`src/rtl/seg_scan_driver.sv`:
```
// ============================================================================
//  Module      : seg_scan_driver
//  Description : Multiplexed 4-digit 7-segment driver for a 12-bit result,
//                with signed display, leading-zero blanking and anode blanking.
//  Revision    : 1.0
// ============================================================================
`default_nettype none

module seg_scan_driver #(
   parameter int REFRESH_DIV = 50000,
   parameter int BLANK_CYC   = 500,
   parameter int LZ_BLANK    = 1
) (
   input  logic        clk,
   input  logic        reset_n,
   input  logic [11:0] result,
   input  logic        result_valid,
   input  logic        hold,
   input  logic        signed_mode,
   output logic [3:0]  an,
   output logic [6:0]  seg_n,
   output logic        dp_n,
   output logic        frame_done
);

   localparam logic [15:0] c_last      = 16'(REFRESH_DIV - 1);
   localparam logic [15:0] c_blank     = 16'(BLANK_CYC);
   localparam logic [6:0]  c_seg_blank = 7'h7F;
   localparam logic [6:0]  c_seg_minus = 7'h3F;

   logic [15:0] r_presc;
   logic [1:0]  r_digit;
   logic [11:0] r_pending;
   logic [11:0] r_shadow;
   logic        w_term;
   logic        w_neg;
   logic [11:0] w_mag;
   logic [6:0]  w_seg;

   function automatic logic [6:0] f_hex(input logic [3:0] n);
      case (n)
         4'h0: f_hex = 7'h40;
         4'h1: f_hex = 7'h79;
         4'h2: f_hex = 7'h24;
         4'h3: f_hex = 7'h30;
         4'h4: f_hex = 7'h19;
         4'h5: f_hex = 7'h12;
         4'h6: f_hex = 7'h02;
         4'h7: f_hex = 7'h78;
         4'h8: f_hex = 7'h00;
         4'h9: f_hex = 7'h10;
         4'hA: f_hex = 7'h08;
         4'hB: f_hex = 7'h03;
         4'hC: f_hex = 7'h46;
         4'hD: f_hex = 7'h21;
         4'hE: f_hex = 7'h06;
         default: f_hex = 7'h0E;
      endcase
   endfunction

   assign w_term = (r_presc == c_last);
   assign w_neg  = signed_mode & r_shadow[11];
   // 0x800 negates to itself, which is exactly the "-800" we want to show
   assign w_mag  = w_neg ? (~r_shadow + 12'd1) : r_shadow;
   assign dp_n   = 1'b1;

   always_comb begin
      w_seg = c_seg_blank;
      case (r_digit)
         2'd0: w_seg = f_hex(w_mag[3:0]);
         2'd1: w_seg = ((LZ_BLANK != 0) && (w_mag[11:4] == 8'd0)) ? c_seg_blank : f_hex(w_mag[7:4]);
         2'd2: w_seg = ((LZ_BLANK != 0) && (w_mag[11:8] == 4'd0)) ? c_seg_blank : f_hex(w_mag[11:8]);
         default: w_seg = w_neg ? c_seg_minus : c_seg_blank;
      endcase
   end

   always_ff @(posedge clk) begin
      if (!reset_n) begin
         r_presc    <= 16'd0;
         r_digit    <= 2'd0;
         r_pending  <= 12'd0;
         r_shadow   <= 12'd0;
         an         <= 4'hF;
         seg_n      <= c_seg_blank;
         frame_done <= 1'b0;
      end else begin
         r_presc <= w_term ? 16'd0 : r_presc + 16'd1;
         if (w_term) begin
            r_digit <= r_digit + 2'd1;
         end
         // Shadow only moves between frames so a frame never shows mixed values
         if (w_term && (r_digit == 2'd3)) begin
            r_shadow <= r_pending;
         end
         if (result_valid && !hold) begin
            r_pending <= result;
         end
         an         <= (r_presc < c_blank) ? 4'hF : ~(4'b0001 << r_digit);
         seg_n      <= w_seg;
         frame_done <= w_term && (r_digit == 2'd3);
      end
   end

endmodule

`default_nettype wire

```
`config.mk`:
```
export PLATFORM = sky130hd
export DESIGN_NAME = seg_scan_driver
export DESIGN_NICKNAME = d
export VERILOG_FILES = /design/src/rtl/seg_scan_driver.sv
export SDC_FILE = /design/constraint.sdc
export NUM_CORES = 1
export LEC_CHECK = 0
export CAP_MARGIN = 30
export CORE_MARGIN = 5
export CORE_UTILIZATION = 53
export DETAILED_ROUTE_END_ITERATION = 10
export PLACE_DENSITY = 0.83
export SLEW_MARGIN = 20
export SYNTH_ARGS = -nofsm -noshare
export SYNTH_HDL_FRONTEND = slang
export SYNTH_SLANG_ARGS = --single-unit
```
`constraint.sdc`:
```
create_clock -name clk -period 2.86 [get_ports clk]
set_input_delay 0.572 -clock clk [delete_from_list [all_inputs] [get_ports clk]]
set_output_delay 0.572 -clock clk [all_outputs]
set_load 0.02 [all_outputs]
```
== After elaboration in Yosys (flattened, before gate mapping) ==
Memories as Yosys holds them, arrays and structs flattened.
Cells that the tools add are included.

* Input port bits: 17
* Memories: 3
* Word-level logic and storage cells: 36
* Output and inout bits: 13
* Flip-flop bits (word level): 54
* Bits in read-only memories: 336

* Equality and inequality tests: 4
* $add $sub $neg: 3
* Bitwise gates (word level): 4
* Multiplexer cells: 5
* Shift operators: 1
* Order comparisons: 1
* Reduce and logical (&&, ||, !) cells: 8

{| class="wikitable"
|+ Memories
! memory !! words !! bits a word !! read ports !! clocked after memory_dff !! wr ports !! RTL line !! source
|-
| (no name shown) || 16 || 7 || 1 || 0 || 0 || 41 || <nowiki>case (n)</nowiki>
|-
| (no name shown) || 16 || 7 || 1 || 0 || 0 || 41 ||
|-
| (no name shown) || 16 || 7 || 1 || 0 || 0 || 41 ||
|}

{| class="wikitable"
|+ Operators by type and width
! cell !! number
|-
| $mux W7 || 3
|-
| $pmux W7 S3 || 1
|-
| $add A16 B1 Y16 const B || 1
|-
| $eq A16 B16 Y1 const B || 1
|-
| $lt A16 B9 Y1 const B || 1
|-
| $add A12 B1 Y12 const B || 1
|-
| $mux W12 || 1
|-
| $not A12 Y12 || 1
|-
| $logic_not A8 Y1 || 1
|-
| $eq A2 B2 Y1 const B || 2
|-
| $logic_not A4 Y1 || 1
|-
| $not A4 Y4 || 1
|-
| $reduce_or A2 Y1 || 2
|-
| $shl A1 B2 Y4 const A || 1
|-
| $add A2 B1 Y2 const B || 1
|-
| $eq A2 B1 Y1 const B || 1
|-
| $logic_and A1 B1 Y1 || 2
|-
| $logic_not A2 Y1 || 1
|-
| $and A1 B1 Y1 || 1
|-
| $logic_not A1 Y1 || 1
|-
| $not A1 Y1 || 1
|}

== Longest topological paths before layout ==
Gate-level depths: netlist of run 1.

* Word-level depth: 6
* Depth in mapped cells: 13
* Mapped depth without buffers: 11

== Worst setup path after synthesis of run 1 ==
No wires, ideal clock.

* Path kind: register to register
* Start: reg r_shadow[0]
* End: reg seg_n[4]
* Slack: -0.295 ns
* Stages on the path, launching flop included: 13
* Data required time: 2.726 ns
* Period minus slack after synthesis: 3.155 ns
* Path buffers: 2
* Data arrival time: 3.021 ns
* Library setup time: 0.134 ns
* Path through: dfxtp_1 clkbuf_1 inv_1 ha_1 nor2b_2 buf_6 a311o_1 and2_1 ha_1 nand2_1 nor3_2 o311a_1 or4_1

* Longest elaborated chain between the ends: 6
* Elaborated cells on any way between the ends: 11
* Those cells by class: add/sub (1); mux (4); bitwise (1); reduce/logical (2); memory (3)

{| class="wikitable"
|+ RTL lines
! what !! RTL line !! source
|-
| start, declared || 34 || <nowiki>logic [11:0] r_shadow;</nowiki>
|-
| start signal, assigned || 93 || <nowiki>r_shadow <= r_pending;</nowiki>
|-
| $not A12 Y12 || 64 || <nowiki>assign w_mag = w_neg ? (~r_shadow + 12'd1) : r_shadow;</nowiki>
|-
| $add A12 B1 Y12 || 64 ||
|-
| $mux W12 * || 64 ||
|-
| $mem_v2 Z16 W7 (tied with other cells) || -- ||
|-
| $mux W7, on equally long branches || 72, 71 ||
|-
| $pmux W7 S3 * || 69 || <nowiki>case (r_digit)</nowiki>
|-
| end signal, assigned || 84 || <nowiki>seg_n <= c_seg_blank;</nowiki>
|-
| end signal, assigned || 99 || <nowiki>seg_n <= w_seg;</nowiki>
|-
| end, declared || 21 || <nowiki>output logic [6:0] seg_n,</nowiki>
|}

Every way passes the cells marked *; elsewhere a longest branch is shown, timed or not.
A chain may end at the register's enable or synchronous reset.

== Worst setup path in the final report of run 1 ==
* Start: in signed_mode
* End: reg seg_n[4]

* Longest elaborated chain between the ends: 5
* Elaborated cells on any way between the ends: 10
* Those cells by class: mux (4); bitwise (1); reduce/logical (2); memory (3)

{| class="wikitable"
|+ RTL lines
! what !! RTL line !! source
|-
| start, declared || 19 || <nowiki>input logic signed_mode,</nowiki>
|-
| $and A1 B1 Y1 * || 62 || <nowiki>assign w_neg = signed_mode & r_shadow[11];</nowiki>
|-
| $mux W12 * || 64 ||
|-
| $mem_v2 Z16 W7 (tied with other cells) || -- ||
|-
| $mux W7, on equally long branches || 72, 71 ||
|-
| $pmux W7 S3 * || 69 ||
|}

Marked as above.

==> out/summary.txt, run 1 <==
Post-route cell area -> 0.004083 sq mm
Most used flip-flop cell after synthesis -> dfxtp_1
Synth Area in Compound Gates -> 0.2056
Clk sinks -> 54
Vias in the first global route -> 2996
Drt pass-1 iters -> 5
Psw -> 307.1 uW
Part of the power in registers -> 0.553
Worst-Skew Late Latency -> 0.32 ns
Slew Limit Fails -> 0
Post-CTS setup buffer count -> 0
Setup ws final -> 0.1361 ns
Vias per cell -> 5.931
Leakage -> 0.001646 uW
Crit path required time -> 3.06 ns
RSZ-0062 raised after global routing -> true
EDFF count, synth -> 0
Power share of the clock group -> 0.390
Yosys warnings -> 0
Slew @ Worst Pin -> 0.6902 ns
Crit Path Max Fanout -> 8
Largest net degree at the start of global routing -> 27
Post-synthesis cell count -> 414
Cell Count, Final, Fillers Out -> 535
Asr flop ratio synth -> 0
Total track usage -> 0.2070
CTS max path bufs -> 2
Largest area contributor in the netlist -> dfxtp_1
Critical path capture point type -> flip-flop
Die H -> 90.69 um
Dominant combinational cell family by area after synthesis -> simple AND/OR/NAND/NOR gates
Fmax -> 0.3671 GHz
Mux share of post-synthesis cell area -> 0.04750
Flip-flop and latch area -> 0.001082 sq mm
CTS buffer count -> 5
Hold Crit Class -> reg2reg
DRC viols -> 0
Post-synth net total -> 449
Final WL -> 8.370 mm
Max_cap viols -> 0
Slew HR -> 0.5389
CORE AREA -> 0.006350 sq mm
CTS resizes -> 0
Critical path class -> in2reg
Die area -> 0.008225 sq mm
Clock root cell -> clkbuf_8
FP Rows -> 29
Clk_skew -> 0.006444 ns
Final ANT Viol Nets -> 0
XOR/XNOR Fraction of Synth Area -> 0.06091
Detail Placement HPWL -> 6.438 mm
Synth top area cells -> dfxtp_1 31%, ha_1 6.5%, nand2_1 5.7%
Area Overhead vs Synth -> 18.31%
Adder-cell area share of the yosys netlist -> 0.06526
First-pass GRT wire length -> 14.39 mm
Worst-path clk slew -> 0.10 ns
Switch share -> 0.2188
Worst VDD drop -> 294.8 uV
Share of the synthesized area in the top cell type -> 0.3133
Cts-stage hold buffer count -> 0
GRT overflow -> 0
Post-synthesis sequential area ratio -> 0.3133
Dpl cells -> 527
Synth cell types -> 71
Fin Setup TNS -> 0 ns
Place WS -> -0.1613 ns
Area share of and/or/nand/nor cells after synthesis -> 0.2498
Hold_ws -> 0.4662 ns
H-tree depth -> 2
Final Cycle Share -> 0.9524
Avg Synthesized Cell Area -> 8.335 sq um
Power per cell area -> 343.7 mW/mm^2
Post-Syn Area -> 0.003451 sq mm
I/O Pins -> 30
Gpl congestion -> 0.9503
Crit path launch type -> primary input
ANT cells -> 0
Die W -> 90.69 um
CP arrival -> 2.92 ns
Combinational share of power -> 0.057
Initial antenna violation count -> 0
# nets final -> 492
Synthesis-stage register bit count -> 54
Starting Density -> 0.5434
# fillers -> 523
DP Area -> 0.003943 sq mm
Final hold vios -> 0
Via count -> 3173
Port Buffers -> 28
CTS tree -> built
Setup violators final -> 0
Share of layout cells above drive strength 1 -> 0.1419
Tmin final -> 2.724 ns
Status -> finished, final reports clean
Internal -> 1096 uW
1st-iter DRT viols -> 182
Post-DR wirelength/cell -> 15.64 um
Area of the multi-input gates -> 0.002198 sq mm
## Yosys cell counts, drive strengths merged (3+ instances only)
master,n
or3,7
a21oi,19
nand3,11
nand2b,3
o2111ai,3
clkbuf,12
a31oi,8
mux2i,16
nor2b,3
or2,4
nor2,43
a21boi,3
xnor2,12
nand2,53
a211o,5
and3,6
nand4,8
inv,13
nor4,4
dfxtp,54
o311ai,4
buf,14
nor3,12
xor2,9
o21a,3
o311a,5
ha,18
a211oi,5
o21ai,16
and2,3
o211ai,5
## final cells by class
type,count,share of cell area
flip-flops and latches,54,0.2651
well taps,77,0.02360
inverters,13,0.01195
clock inverters,2,0.009500
multi-input cells,321,0.5385
repair buffers,62,0.1312
clock buffers,6,0.02023
## final timing paths
check                             start                         end  slack, ns  cells past startpoint
max reg2reg    r_shadow[0]$_SDFFE_PN0P_         seg_n[6]$_SDFF_PN1_       0.18                     12
max                         signed_mode         seg_n[4]$_SDFF_PN1_       0.14                     11
min          r_pending[10]$_SDFFE_PN0P_  r_pending[10]$_SDFFE_PN0P_       0.47                      2
min reg2reg  r_pending[10]$_SDFFE_PN0P_  r_pending[10]$_SDFFE_PN0P_       0.47                      2
## worst max-delay path, stage by stage
cell and delay [ns]:
clkdlybuf4s50_1 0.55, nand2_4 0.10, buf_4 0.15, o21a_1 0.20
nor2_2 0.24, inv_1 0.09, ha_1 0.24, nand3_1 0.07
o21ai_0 0.08, o311a_1 0.13, or4_1 0.49
## layer usage
metal	share of wire	global-route usage	wire length [um]	up-vias
li1	-	-	-	1575
met1	0.45	0.2711	3739	1477
met2	0.47	0.3384	3933	105
met3	0.065	0.04917	546	16
met4	0.018	0.05707	151	0
met5	0	0	0	-
## logic make-up (layout without fill, tap and decap cells)
group | Yosys count | after routing
simple gates | 169 | 169
compound gates | 96 | 96
flops | 54 | 54
buf+inv | 39 | 83
xor+xnor | 21 | 21
fa+ha+maj | 18 | 18
mux | 16 | 16
other cells | 1 | 1
## registers in the layout (all words and copies together) (netlist names)
signal,flops
r_shadow,12
r_presc,16
r_digit,2
r_pending,12
an,4
frame_done,1
seg_n,7
## power groups by stage
stage	sequential (uW)	clock (uW)	combinational, uW
2_1_floorplan	797	0	36.1
3_3_place_gp	793	0	79.3
3_5_place_dp	793	0	80.7
4_1_cts	775	557	81.0
5_1_grt	778	593	88.3
6_report	775	548	80.3
## stage by stage
stage	total power [uW]	util
6_report	1403	0.6430
5_1_grt	1459	0.6430
4_1_cts	1414	0.6400
3_5_place_dp	873.6	0.6209
3_3_place_gp	871.8	0.6209
2_1_floorplan	832.6	-
## cells in the final DEF, fill, tap and decap left out, types with 11 or more instances in the layout
cell,synthesis,final
dfxtp_1,54,53
nand2_1,52,51
nor2_1,42,42
buf_4,3,34
clkdlybuf4s50_1,0,28
a21oi_1,19,19
ha_1,18,17
o21ai_0,16,16
mux2i_1,15,15
inv_1,13,13
xnor2_1,11,11
nand3_1,11,11
Note: power is estimated with default switching activity, not from simulation.
==> run 2: changes to the inputs <==
Settings changed: CORE_UTILIZATION 53 to 63, PLACE_DENSITY 0.83 to 0.92.
Clock period 2.86 ns to 3.15 ns, I/O delays scaled along.
==> run 2 against run 1 <==
Effect of this change: first-iteration DRC count is 31% higher; clock-buffer cell count is 1 lower; critical path depth is 2 lower; sequential power is 9.2% lower; largest power group unchanged; critical endpoint unchanged; clock skew is 0.0024 ns higher; sequential share of layout area is 0.89 points higher.
==> out/summary.txt, run 2 (same netlist as run 1, synthesis figures left out) <==
Area Overhead vs Synth -> 14.32%
Place WS -> 0.007114 ns
Starting Density -> 0.6384
Die H -> 84.01 um
CTS tree -> built
Fin Setup TNS -> 0 ns
Setup ws final -> 0.3363 ns
CTS max path bufs -> 2
Critical Path, Cell by Cell -> clkdlybuf4s50_1 > nand2_4 > a311o_1 > and2_1 > ha_1 > nand2_1 > nor3_2 > o311a_1 > or4_1
RR Startpoint -> r_shadow[0]$_SDFFE_PN0P_
GRT overflow -> 0
RSZ-0062 raised after global routing -> false
Flip-flop and latch area -> 0.001081 sq mm
Dpl cells -> 511
Top reg by flops -> r_presc
Total track usage -> 0.2399
Most frequent cells in the layout -> 54 x dfxtp_1, 52 x nand2_1, 42 x nor2_1, 28 x clkdlybuf4s50_1, 23 x buf_4
Slew HR -> 0.4407
Status -> finished, final reports clean
Worst-path clk slew -> 0.11 ns
H-tree depth -> 2
Power per cell area -> 304.0 mW/mm^2
Worst VDD drop -> 348.9 uV
Crit Path Max Fanout -> 11
FF-to-FF setup slack -> 0.34 ns
ANT cells -> 0
Final ANT Viol Nets -> 0
Port Buffers -> 28
# fillers -> 413
Crit path launch type -> primary input
Largest net degree at the start of global routing -> 27
Critical-path top delay cell -> clkdlybuf4s50_1
Gpl congestion -> 0.9570
Leakage -> 0.001577 uW
Vias in the first global route -> 3027
Slew Limit Fails -> 0
Critical path capture point type -> flip-flop
Tmin final -> 2.814 ns
Clk_skew -> 0.008864 ns
Cell Count, Final, Fillers Out -> 519
Die area -> 0.007058 sq mm
Top Registers -> r_presc: 16 flops, r_pending: 12 flops, r_shadow: 12 flops
Clock root cell -> clkbuf_8
Critical path class -> in2reg
WL met2 -> 4.007 mm
Max reg flops -> 16
Post-CTS setup buffer count -> 0
# nets final -> 481
Slew @ Worst Pin -> 0.8330 ns
R2r worst-path depth -> 11
Post-DR wirelength/cell -> 16.17 um
Detail Placement HPWL -> 6.262 mm
CP arrival -> 3.02 ns
CTS resizes -> 0
Worst Hold Launch -> r_presc[0]$_SDFF_PP0_
1st-iter DRT viols -> 239
Leading cell type in the layout, fill and taps excluded -> dfxtp_1
Hold path cells -> 1
CTS buffer count -> 5
Post-layout util -> 0.7299
Met3 Wirelength -> 640 um
M1 WL -> 3.534 mm
Die W -> 84.01 um
Setup violators final -> 0
DR top layer -> met4
Worst Hold End -> r_presc[0]$_SDFF_PP0_
Crit path required time -> 3.35 ns
Area of the multi-input gates -> 0.002175 sq mm
Hold Crit Class -> reg2reg
Hold_ws -> 0.4549 ns
First-pass GRT wire length -> 14.20 mm
Drt pass-1 iters -> 5
Worst path max stage delay -> 0.54 ns
Initial antenna violation count -> 0
Final WL -> 8.393 mm
DRC viols -> 0
Final Cycle Share -> 0.8932
Max_cap viols -> 0
Vias per cell -> 6.260
Worst-Skew Late Latency -> 0.32 ns
Clk sinks -> 54
Via count -> 3249
CORE AREA -> 0.005405 sq mm
I/O Pins -> 30
Share of layout cells above drive strength 1 -> 0.1096
FF-to-FF End -> seg_n[6]$_SDFF_PN1_
Fmax -> 0.3554 GHz
FP Rows -> 27
Final hold vios -> 0
Cts-stage hold buffer count -> 0
[run 2: where the power goes]
part	switching [uW]	total, uW	internal (uW)
combinational	36.9	74.0	37.1
clock	256	421	165
sequential	7.06	704	697
total	300	1200	899
[run 2: area by class of cell]
class	count	area share
timing repair buffer	51	0.1148
clock buffer	5	0.01744
sequential	54	0.2740
tap	72	0.02284
multi-input combinational	321	0.5512
clock inverter	3	0.007295
inverter	13	0.01237
[run 2: worst max-delay path: cells and delay by family]
family | cells | cell delay [ns]
buffers and inverters | 1 | 0.54
and+or+nand+nor | 5 | 0.98
adders and majority gates | 1 | 0.21
AOI/OAI and AO/OA | 2 | 0.64
[run 2: metal layers]
metal | GRT usage | vias to the layer above
met5 | 0 | -
met4 | 0.09064 | 0
met3 | 0.04047 | 27
met2 | 0.4078 | 170
met1 | 0.3024 | 1493
li1 | - | 1559
[run 2: how the worst max path moves through the flow]
stage | start | end | slack (ns) | cells past startpoint
2_1_floorplan | r_shadow[0]$_SDFFE_PN0P_ | seg_n[4]$_SDFF_PN1_ | 0.12 | 12
3_3_place_gp | signed_mode | seg_n[4]$_SDFF_PN1_ | 0.08 | 9
3_5_place_dp | signed_mode | seg_n[4]$_SDFF_PN1_ | 0.007 | 9
4_1_cts | signed_mode | seg_n[4]$_SDFF_PN1_ | 0.35 | 9
5_1_grt | r_shadow[0]$_SDFFE_PN0P_ | seg_n[6]$_SDFF_PN1_ | 0.17 | 12
6_report | signed_mode | seg_n[4]$_SDFF_PN1_ | 0.34 | 9
[run 2: metrics by stage]
stage                     power [uW]  cell area [sq um]
after detailed placement       793.9               3847
after CTS                       1205               3945
after floorplan                756.0               3452
after global routing            1244               3945
final                           1199               3945
after global placement         791.0               3847
